$ cat config.mk
export PLATFORM = sky130hd
export DESIGN_NAME = coffee_1058
export DESIGN_NICKNAME = d
export VERILOG_FILES = /design/src/rtl/coffee_1058_pkg.sv /design/src/rtl/coffee_1058_coin_edge_det.sv /design/src/rtl/coffee_1058.sv
export SDC_FILE = /design/constraint.sdc
export NUM_CORES = 1
export LEC_CHECK = 0
export CORE_MARGIN = 4
export CORE_UTILIZATION = 44
export DETAILED_ROUTE_END_ITERATION = 8
export PLACE_DENSITY_LB_ADDON = 0.3
export SYNTH_ARGS = -nofsm -noshare
export SYNTH_HDL_FRONTEND = slang
export SYNTH_SLANG_ARGS = --single-unit
$ cat constraint.sdc
create_clock -name clk4m -period 3.45 [get_ports clk4m]
set_input_delay 0.8625 -clock clk4m [delete_from_list [all_inputs] [get_ports clk4m]]
set_output_delay 0.8625 -clock clk4m [all_outputs]
set_load 0.005 [all_outputs]
$ cat src/rtl/coffee_1058_pkg.sv
// Shared types and constants for the coffee_1058 coin-operated controller.
package coffee_1058_pkg;

  localparam int unsigned CREDIT_W = 8;
  localparam int unsigned CENT20   = 20;
  localparam int unsigned CENT50   = 50;
  localparam int unsigned EURO01   = 100;

  typedef enum logic [2:0] {
    IDLE    = 3'd0,
    COLLECT = 3'd1,
    BREW    = 3'd2,
    CUP     = 3'd3,
    REFUND  = 3'd4
  } state_e;

  // Value of all coins whose edge fired this cycle; bit0=20ct, bit1=50ct, bit2=1 EUR.
  function automatic logic [CREDIT_W-1:0] coin_sum(input logic [2:0] rise);
    logic [CREDIT_W-1:0] s;
    s = '0;
    if (rise[0]) s = s + CREDIT_W'(CENT20);
    if (rise[1]) s = s + CREDIT_W'(CENT50);
    if (rise[2]) s = s + CREDIT_W'(EURO01);
    return s;
  endfunction

endpackage

$ cat src/rtl/coffee_1058_coin_edge_det.sv
// Registered rising-edge detector for the three coin inputs.
module coin_edge_det (
  input  logic       clk_i,
  input  logic       rst_ni,
  input  logic [2:0] coin_i,
  output logic [2:0] rise_c_o
);

  logic [2:0] prev_q;

  always_ff @(posedge clk_i or negedge rst_ni) begin
    if (!rst_ni) prev_q <= '0;
    else         prev_q <= coin_i;
  end

  assign rise_c_o = coin_i & ~prev_q;

endmodule

$ cat src/rtl/coffee_1058.sv
// Coffee-machine controller: coin credit accumulation, brew/cup handshake, refund.
module coffee_1058
  import coffee_1058_pkg::*;
#(
  parameter int unsigned PRICE_CENTS = 60
) (
  input  logic clk4m,
  input  logic rst_n,
  input  logic cent20,
  input  logic cent50,
  input  logic euro01,
  input  logic stop_buy,
  input  logic coffee_ready,
  input  logic cup_out,
  output logic prepare_coffee,
  output logic green,
  output logic return_cash,
  output logic lock_slit
);

  // One extra bit so credit plus a burst of coins can never wrap before the compare.
  localparam logic [CREDIT_W:0] PRICE = (CREDIT_W+1)'(PRICE_CENTS);

  logic [2:0]          rise_c;
  logic [CREDIT_W:0]   sum_c;
  state_e              state_q, state_d;
  logic [CREDIT_W-1:0] credit_q, credit_d;
  logic                prepare_q, prepare_d;
  logic                green_q, green_d;
  logic                return_q, return_d;
  logic                lock_q, lock_d;

  coin_edge_det u_edge (
    .clk_i    (clk4m),
    .rst_ni   (rst_n),
    .coin_i   ({euro01, cent50, cent20}),
    .rise_c_o (rise_c)
  );

  assign sum_c = {1'b0, credit_q} + {1'b0, coin_sum(rise_c)};

  always_ff @(posedge clk4m or negedge rst_n) begin
    if (!rst_n) begin
      state_q   <= IDLE;
      credit_q  <= '0;
      prepare_q <= 1'b0;
      green_q   <= 1'b0;
      return_q  <= 1'b0;
      lock_q    <= 1'b0;
    end else begin
      state_q   <= state_d;
      credit_q  <= credit_d;
      prepare_q <= prepare_d;
      green_q   <= green_d;
      return_q  <= return_d;
      lock_q    <= lock_d;
    end
  end

  // Next state and credit; outputs are the Moore decode of the next state, so they
  // land in registers aligned with the state register.
  always_comb begin
    state_d  = state_q;
    credit_d = credit_q;
    unique case (state_q)
      IDLE: begin
        credit_d = '0;
        if (sum_c >= PRICE) begin
          state_d = BREW;
        end else if (sum_c != '0) begin
          state_d  = COLLECT;
          credit_d = sum_c[CREDIT_W-1:0];
        end
      end
      COLLECT: begin
        if (sum_c >= PRICE) begin
          state_d  = BREW;
          credit_d = '0;
        end else if (stop_buy) begin
          state_d  = REFUND;
          credit_d = '0;
        end else begin
          credit_d = sum_c[CREDIT_W-1:0];
        end
      end
      BREW: begin
        credit_d = '0;
        if (coffee_ready) state_d = CUP;
      end
      CUP: begin
        credit_d = '0;
        if (cup_out) state_d = IDLE;
      end
      REFUND: begin
        credit_d = '0;
        state_d  = IDLE;
      end
      default: begin
        state_d  = IDLE;
        credit_d = '0;
      end
    endcase

    prepare_d = (state_d == BREW);
    green_d   = (state_d == CUP);
    return_d  = (state_d == REFUND);
    lock_d    = (state_d == BREW) || (state_d == CUP);
  end

  assign prepare_coffee = prepare_q;
  assign green          = green_q;
  assign return_cash    = return_q;
  assign lock_slit      = lock_q;

endmodule

Word level (Yosys, flattened, before mapping)

Index checks and enable logic that the tools add are counted.
W data, S select, Z words.

Logic and storage cells: 37
Input bits: 8
Register bits after elaboration: 18

$lt $le $gt $ge: 1
Equality and inequality tests: 6
Bitwise operators: 2
Reductions and logical operators: 3
Add/sub/neg operators: 3
Mux-type cells: 15

Operators with widths:

| kind                  | number |
|---|---|
| $mux W8               | 6 |
| $mux W3               | 6 |
| $pmux W8 S2           | 1 |
| $eq A3 B2 Y1 const B  | 4 |
| $pmux W3 S4           | 1 |
| $add A8 B8 Y9         | 1 |
| $ge A9 B6 Y1 const B  | 1 |
| $reduce_bool A9 Y1    | 1 |
| $add A8 B6 Y8 const B | 1 |
| $add A8 B7 Y8 const B | 1 |
| $mux W5               | 1 |
| $and A3 B3 Y3         | 1 |
| $eq A3 B1 Y1 const B  | 1 |
| $eq A3 B3 Y1 const B  | 1 |
| $logic_not A3 Y1      | 1 |
| $not A3 Y3            | 1 |
| $logic_or A1 B1 Y1    | 1 |

Longest topological paths before layout

Depth after elaboration: 14
Mapped depth: 11

By module

A second synthesis with hierarchy kept.

Cells, all modules: 87
Area, all modules: 974.7 µm²

Modules (own cells, without submodules):

| module        | times used | cells an instance | area each (µm²) | sequential area each (µm²) |
|---|---|---|---|---|
| coffee_1058   | 1          | 81                | 858.3           | 350.3 |
| coin_edge_det | 1          | 6                 | 116.4           | 75.1 |

Worst setup path before layout

OpenSTA, ideal clock, no wires.

Path type: input-to-reg
Start: input euro01
End: register prepare_q, in the netlist prepare_coffee
Library setup time: 0.120 ns
Path buffers: 0
Stages on the path: 11
Data arrival time: 3.375 ns
Path slack: -0.045 ns
Path through: nand2b_1 inv_1 ha_1 inv_1 fa_1 or2b_1 a21oi_1 mux2_4 a2111oi_4 nand2_4 o211a_1

Cells in the longest elaborated chain, start to end: 8
Elaborated cells on any way between the ends: 10
Classes of those cells: add/sub: 1; order compare: 1; eq/ne: 1; mux: 5; bitwise: 1; reduce/logical: 1

Ends and longest elaborated chain:

| item                                                                 | line                            | source |
|---|---|---|
| start, declared                                                      | coffee_1058.sv:11               | `input logic euro01,` |
| $and A3 B3 Y3 (*)                                                    | coffee_1058_coin_edge_det.sv:16 | `assign rise_c_o = coin_i & ~prev_q;` |
| $mux W8 (*)                                                          | coffee_1058_pkg.sv:23           | `if (rise[2]) s = s + CREDIT_W'(EURO01);` |
| $add A8 B8 Y9 (*)                                                    | coffee_1058.sv:40               | `assign sum_c = {1'b0, credit_q} + {1'b0, coin_sum(rise_c)};` |
| parallel branches: the longest is 3 deep, another holds $ge A9 B6 Y1 | -                               |  |
| $pmux W3 S4 (*)                                                      | coffee_1058.sv:65               | `unique case (state_q)` |
| $eq A3 B2 Y1 (*)                                                     | coffee_1058.sv:104              | `prepare_d = (state_d == BREW);` |
| named net prepare_d                                                  | coffee_1058.sv:28               | `logic prepare_q, prepare_d;` |
| end signal, assigned                                                 | coffee_1058.sv:53               | `prepare_q <= prepare_d;` |
| end, declared                                                        | coffee_1058.sv:28               |  |

Mark *: on every way through the listed nets, which the timed path passes.

Final worst setup path

Start: input cent20
End: register prepare_q, in the netlist prepare_coffee

Cells in the longest elaborated chain, start to end: 12
Elaborated cells on any way between the ends: 14
Classes of those cells: add/sub: 3; order compare: 1; eq/ne: 1; mux: 7; bitwise: 1; reduce/logical: 1

Ends and longest elaborated chain:

| item                                                                 | line                            | source |
|---|---|---|
| start, declared                                                      | coffee_1058.sv:9                | `input logic cent20,` |
| $and A3 B3 Y3 (*)                                                    | coffee_1058_coin_edge_det.sv:16 |  |
| $mux W5 (*)                                                          | coffee_1058_pkg.sv:21           | `if (rise[0]) s = s + CREDIT_W'(CENT20);` |
| $add A8 B6 Y8                                                        | coffee_1058_pkg.sv:22           | `if (rise[1]) s = s + CREDIT_W'(CENT50);` |
| $mux W8 (*)                                                          | coffee_1058_pkg.sv:22           |  |
| $add A8 B7 Y8                                                        | coffee_1058_pkg.sv:23           |  |
| $mux W8 (*)                                                          | coffee_1058_pkg.sv:23           |  |
| $add A8 B8 Y9 (*)                                                    | coffee_1058.sv:40               |  |
| parallel branches: the longest is 3 deep, another holds $ge A9 B6 Y1 | -                               |  |
| $pmux W3 S4 (*)                                                      | coffee_1058.sv:65               |  |
| $eq A3 B2 Y1 (*)                                                     | coffee_1058.sv:104              |  |
| named net prepare_d                                                  | coffee_1058.sv:28               |  |

Marked as above.

==> results.ini <==
[detailed_routing]
routed_wl_um=2640
first_pass_iters=6
ant_nets=0
vias=913
routed_via_density=5.31
drc=0
drtIter0Drc=23
wire_per_inst_um=15.3

[floorplan]
coreArea_um2=2280
initial_utilization=0.478
io_pins=12
row_count=17
die_w_um=57.7
die_h_um=57.7
die-area_um2=3330

[worst_setup_path]
slowest_stage=fa_2
cpPeakStageDelay_ns=0.37
start_kind=input port
crit_top_cell=buf_4
cp.required_ns=3.64
arrival_ns=3.57
path_delay_family=compound AO/OA/AOI/OAI gates
crit_chain=dlymetal6s2s_1 -> nor2b_4 -> buf_4 -> ha_4 -> inv_1 -> fa_2 -> or2b_1 -> a21oi_2 -> mux2_4 -> a2111oi_4 -> buf_4 -> nand2_4 -> o211a_1
end_kind=flop
worst-path-buf-inv=4
crit_type=in2reg
crit_fanout=6

[clock_network]
root_buffer=clkbuf_4
htreeDepth=1
cts.sinks=17
cts_max_path_buffers=2
cts_buffers=3
cts_tree=built
clkTransAtPathRegs_ns=0.09
insertion_delay_ns=0.29

[finish]
syn2layout_area_growth_pct=38.8
fin_nets=161
seq_area_um2=425
fill_cells=177
multiInputGateArea_um2=679
insertedDiodeCount=0
final_cell_mix=26 x buf_4, 17 x dfrtp_1, 8 x clkdlybuf4s50_1, 7 x nor2_1, 6 x ha_1
drive_gt1_frac=0.361
mostFrequentLayoutCell=buf_4
postLayoutCoreUtil=0.663

[power]
switching_share=0.321
seqPwrFrac=0.427
power_w=0.000589
p_comb_frac=0.392
intPower_w=0.000400
p_leak_nw=0.744
power.switching_w=0.000189
vdd_ir_drop_max_mv=0.363
pwr-share-clk=0.181
power_density_nw_per_um2=391

[sta]
hold_viol=0
hold_ws_ns=0.624
min_period_ns=3.39
max_slew_margin=0.505
drv_slew=0
clock.fmax_mhz=295
period_share=0.981
setup_viol=0
finalSetupTns_ns=0
max_slew.worst_pin.slew_ns=0.740
fin_skew_ns=0.00321

[placement]
hpwl_um=1780
port_buffers=11
place_congestion=0.784

[synthesis]
synth_flop_cell=dfrtp_1
synth_top_area_share=0.391
yosysWarnings=0
synth.avg_cell_area_um2=10.6
synth-seq-cells=17
synth_seq_area_share=0.391
synth_edf_count=0
synthDistinctLibCells=40
synth_area_leader_cell=dfrtp_1
ys_async_sr_fraction=1.00
synth_cells=103
netlist_area_um2=1090
synthTopCellsByArea=dfrtp_1 39%, ha_1 8.1%, a2111oi_4 5.1%

[grt]
grt_max_degree=18
grt_pass1_vias=895
grtUsageTotal=0.150
gr-total-overflow=0
antenna_found_initial=0
grt_pass1_wl_um=3880

[min_path]
min_path_type=reg2reg

[run]
cap_violations=0

[status]
status=finished clean

-- logic make-up after synthesis --
family | count (synthesis) | synth area share
buffers and inverters | 7 | 0.0345
DFF | 17 | 0.391
AOI/OAI and AO/OA | 20 | 0.154
adders and majority gates | 8 | 0.0990
muxes | 2 | 0.0230
and+or+nand+nor | 41 | 0.238
other | 1 | 0.00345
xor gates and xnor gates | 7 | 0.0564
-- worst min-delay path: stages, from the launching register on --
cell and delay [ns]:
dfrtp_1 0.37, or2_2 0.16, o21bai_1 0.06
-- path summary, 6_finish.rpt --
| path | startpoint | endpoint | slack, ns | cells past startpoint |
|---|---|---|---|---|
| worst max register to register | u_edge.prev_q[0] | prepare_coffee | 0.46 | 12 |
| worst min-delay path | state_q[1] | lock_slit | 0.62 | 2 |
| worst min register to register | state_q[1] | lock_slit | 0.62 | 2 |
| worst max-delay path | cent20 | prepare_coffee | 0.06 | 13 |
| max in group asynchronous | rst_n | credit_q[1] | 1.99 | 1 |
| min in group asynchronous | rst_n | u_edge.prev_q[1] | 1.00 | 1 |
-- metal layers --
metal	routed length [µm]	global-route usage	up-vias
met4	66	0.0596	0
met1	1130	0.185	442
met5	0	0	-
li1	-	-	446
met2	1370	0.265	18
met3	65	0.0156	7
-- cells in the mapped netlist, types with 2 or more instances --
cell,count
nor3_1,2
ha_1,7
nor3b_1,3
o21ai_0,5
or2b_1,2
o21bai_1,2
nand2_1,5
dfrtp_1,17
xor2_1,2
a2111oi_4,2
a21oi_1,5
nand3_1,3
nor2b_1,3
inv_1,5
and3b_1,2
and4_2,2
nor2_1,9
xnor2_1,5
-- sequential cells by signal (all words and copies together) (netlist names) --
| register | count |
|---|---|
| lock_slit | 1 |
| state_q | 3 |
| u_edge.prev_q | 3 |
| green | 1 |
| return_cash | 1 |
| prepare_coffee | 1 |
| credit_q | 7 |
-- through the flow --
step	worst slack, ns	cell area, µm²	instances
3_5_place_dp	-0.471	1380	162
2_1_floorplan	0.00805	1090	104
3_3_place_gp	-0.375	1380	162
6_report	0.0641	1510	172
4_1_cts	0.00435	1440	169
5_1_grt	-0.0663	1510	172
-- power by group through the flow --
stage	logic, W	registers (W)	clock network (W)
after floorplan	0.000120	0.000252	0
after global placement	0.000206	0.000253	0
after detailed placement	0.000211	0.000255	0
after CTS	0.000216	0.000251	0.000107
after global routing	0.000251	0.000255	0.000120
final	0.000231	0.000252	0.000106
-- cell type report --
type / count / area share
clock buffers: 4 / 0.0174
inverters: 5 / 0.0124
multi-input cells: 80 / 0.450
flip-flops and latches: 17 / 0.282
well taps: 28 / 0.0232
repair buffers: 38 / 0.215
-- repair_timing --
action | 4_1_cts | 5_1_grt
pin swaps | 3 | 7
hold buffers | 0 | 0
setup endpoints to repair | 9 | 9
resized for setup | 5 | 13
buffers inserted | 3 | 3
No activity file was read; power rests on OpenSTA's default activity.
==> RTL edit, RTL diff (same flow settings) <==
The 5 states of `state_e` get a one-hot encoding in 5 bits.
--- a/src/rtl/coffee_1058_pkg.sv
+++ b/src/rtl/coffee_1058_pkg.sv
@@ -6,12 +6,12 @@
   localparam int unsigned CENT50   = 50;
   localparam int unsigned EURO01   = 100;
 
-  typedef enum logic [2:0] {
-    IDLE    = 3'd0,
-    COLLECT = 3'd1,
-    BREW    = 3'd2,
-    CUP     = 3'd3,
-    REFUND  = 3'd4
+  typedef enum logic [4:0] {
+    IDLE    = 5'b00001,
+    COLLECT = 5'b00010,
+    BREW    = 5'b00100,
+    CUP     = 5'b01000,
+    REFUND  = 5'b10000
   } state_e;
 
   // Value of all coins whose edge fired this cycle; bit0=20ct, bit1=50ct, bit2=1 EUR.
Function: same outputs for any inputs over 10 cycles, from zero or initial values and one cycle with rst_n low; not proved beyond that.
==> RTL edit against the unedited design <==
  * Total power grew 11%
  * Hold slack got worse by 53 ps
  * Final area shrank 16%
  * Count of clock-buffer cells in the layout is the same
  * Synthesized area down 1.5%
  * Routed wire length fell by 27%
  * Worst setup slack improved by 310 ps
  * Sequential cell count increased by 2
  * Critical path type unchanged
  * Largest cell class unchanged
  * Largest power group unchanged
==> RTL edit: results (changes against the unedited design) <==
status=complete, no violations; Critical R2R Capture=state_q[0]; Routed WL per cell=13.6 µm (-11%); clk root buf=clkbuf_4; largest net degree at the start of global routing=20 (+2); post-synthesis sequential area ratio=44.5% (+5.4 points); TritonRoute pass-1 iters=4 (-2); Via-to-Cell Ratio=5.39 (+1.5%); Setup Buffers After CTS=0 (-3); Slew HR=43.8% (-6.7 points); Synth cell types=35 (-13%); hold_sp=state_q[4]; top flop regs=credit_q (7), state_q (5), u_edge.prev_q (3); Min-Delay Endpoint=state_q[0]; Hold WS=571 ps (-52.8 ps); R2R Setup Slk=970 ps (+510 ps); crit-path max cell delay=480 ps (+110 ps); Post-CTS Resized=0 (-5); clock group share of total power=17.2% (-0.9 points); worst-case reg-to-reg path depth=9 (-3); Worst VDD drop=0.287 mV (-21%); seq pwr=284 µW (+13%); asr flop ratio synth=100% (unchanged); htree depth=1 (unchanged); Final Hold Fails=0 (unchanged); CP Max Fanout=12 (+6); reg2reg start=u_edge.prev_q[2]; Ant. Diodes=0 (unchanged); sw frac=33.4% (+1.3 points); total track usage=13.2% (-1.8 points); slowest library cell on the worst path=clkdlybuf4s50_1; Worst Hold Depth=2 (unchanged); DR iter-0 viols=13 (-43%); hold crit path type=register to register; synth cell count leaders=dfrtp_1, a21oi_1, ha_1; Pleak=0.564 nW (-24%); Detail Placement HPWL=1520 µm (-15%); # fillers=209 (+18%); vias in the first global route=758 (-15%); port buffer count=11 (unchanged); Synth Flop Type=dfrtp_1; total CTS buffers=3 (unchanged); top cells by area, synth=dfrtp_1, ha_1, a21oi_1; skew final=3.97 ps (+0.764 ps); first-pass GRT wire length=3280 µm (-15%); Critical Path AT=3290 ps (-280 ps); Nets=133 (-17%); layout cell share with drive strength beyond 1=15.8% (-20 points); GPL Wtd Cong=0.847 (+8.1%)
## RTL edit: per-stage QoR
step	worst slack [ps]	power [mW]	std cells	utilization, %	instance area, µm²
after detailed placement	52.2	0.549	138	54.8	1240
after CTS	379	0.668	142	56.0	1260
after global routing	210	0.707	142	56.0	1260
after global placement	79.0	0.540	138	54.8	1240
after floorplan	743	0.466	98	-	1070
final	370	0.657	142	56.0	1260
## RTL edit: cell type report
type	count	share of cell area [%]
clock buffers	4	2.08
flip-flops and latches	19	37.8
well taps	28	2.78
repair buffers	13	10.9
multi-input cells	75	45.6
inverters	3	0.892
## RTL edit: layer usage
layer	vias to the layer above	GRT usage, %	share of wire [%]
met3	7	4.07	5.3
met4	0	9.27	3.2
met1	348	16.9	46
met2	23	18.6	45
met5	-	0	0
li1	387	-	-
## RTL edit: logic make-up (layout without fill, tap and decap cells)
logic type,Yosys count,count (layout),share of synthesized area [%]
and+or+nand+nor,33,33,19.6
AOI/OAI and AO/OA,24,24,15.4
DFF,19,19,44.5
adders and majority gates,10,10,12.4
xor gates and xnor gates,6,6,5.61
buffers and inverters,4,20,2.10
other,1,2,0.350
## RTL edit: worst max-delay path, delay by kind of cell
kind,cells,cell delay (ps)
and+or+nand+nor,1,160
AOI/OAI and AO/OA,4,790
xor gates and xnor gates,2,530
buffers and inverters,2,650
adders and majority gates,1,290
## RTL edit: how the worst max path moves through the flow
stage | from | endpoint | slack, ps | cells after the start
finish | euro01 | state_q[0] | 370 | 10
global route | euro01 | state_q[0] | 210 | 10
CTS | euro01 | state_q[0] | 380 | 10
detailed placement | euro01 | state_q[0] | 50 | 10
global placement | euro01 | state_q[0] | 80 | 10
floorplan | cent50 | credit_q[4] | 740 | 10
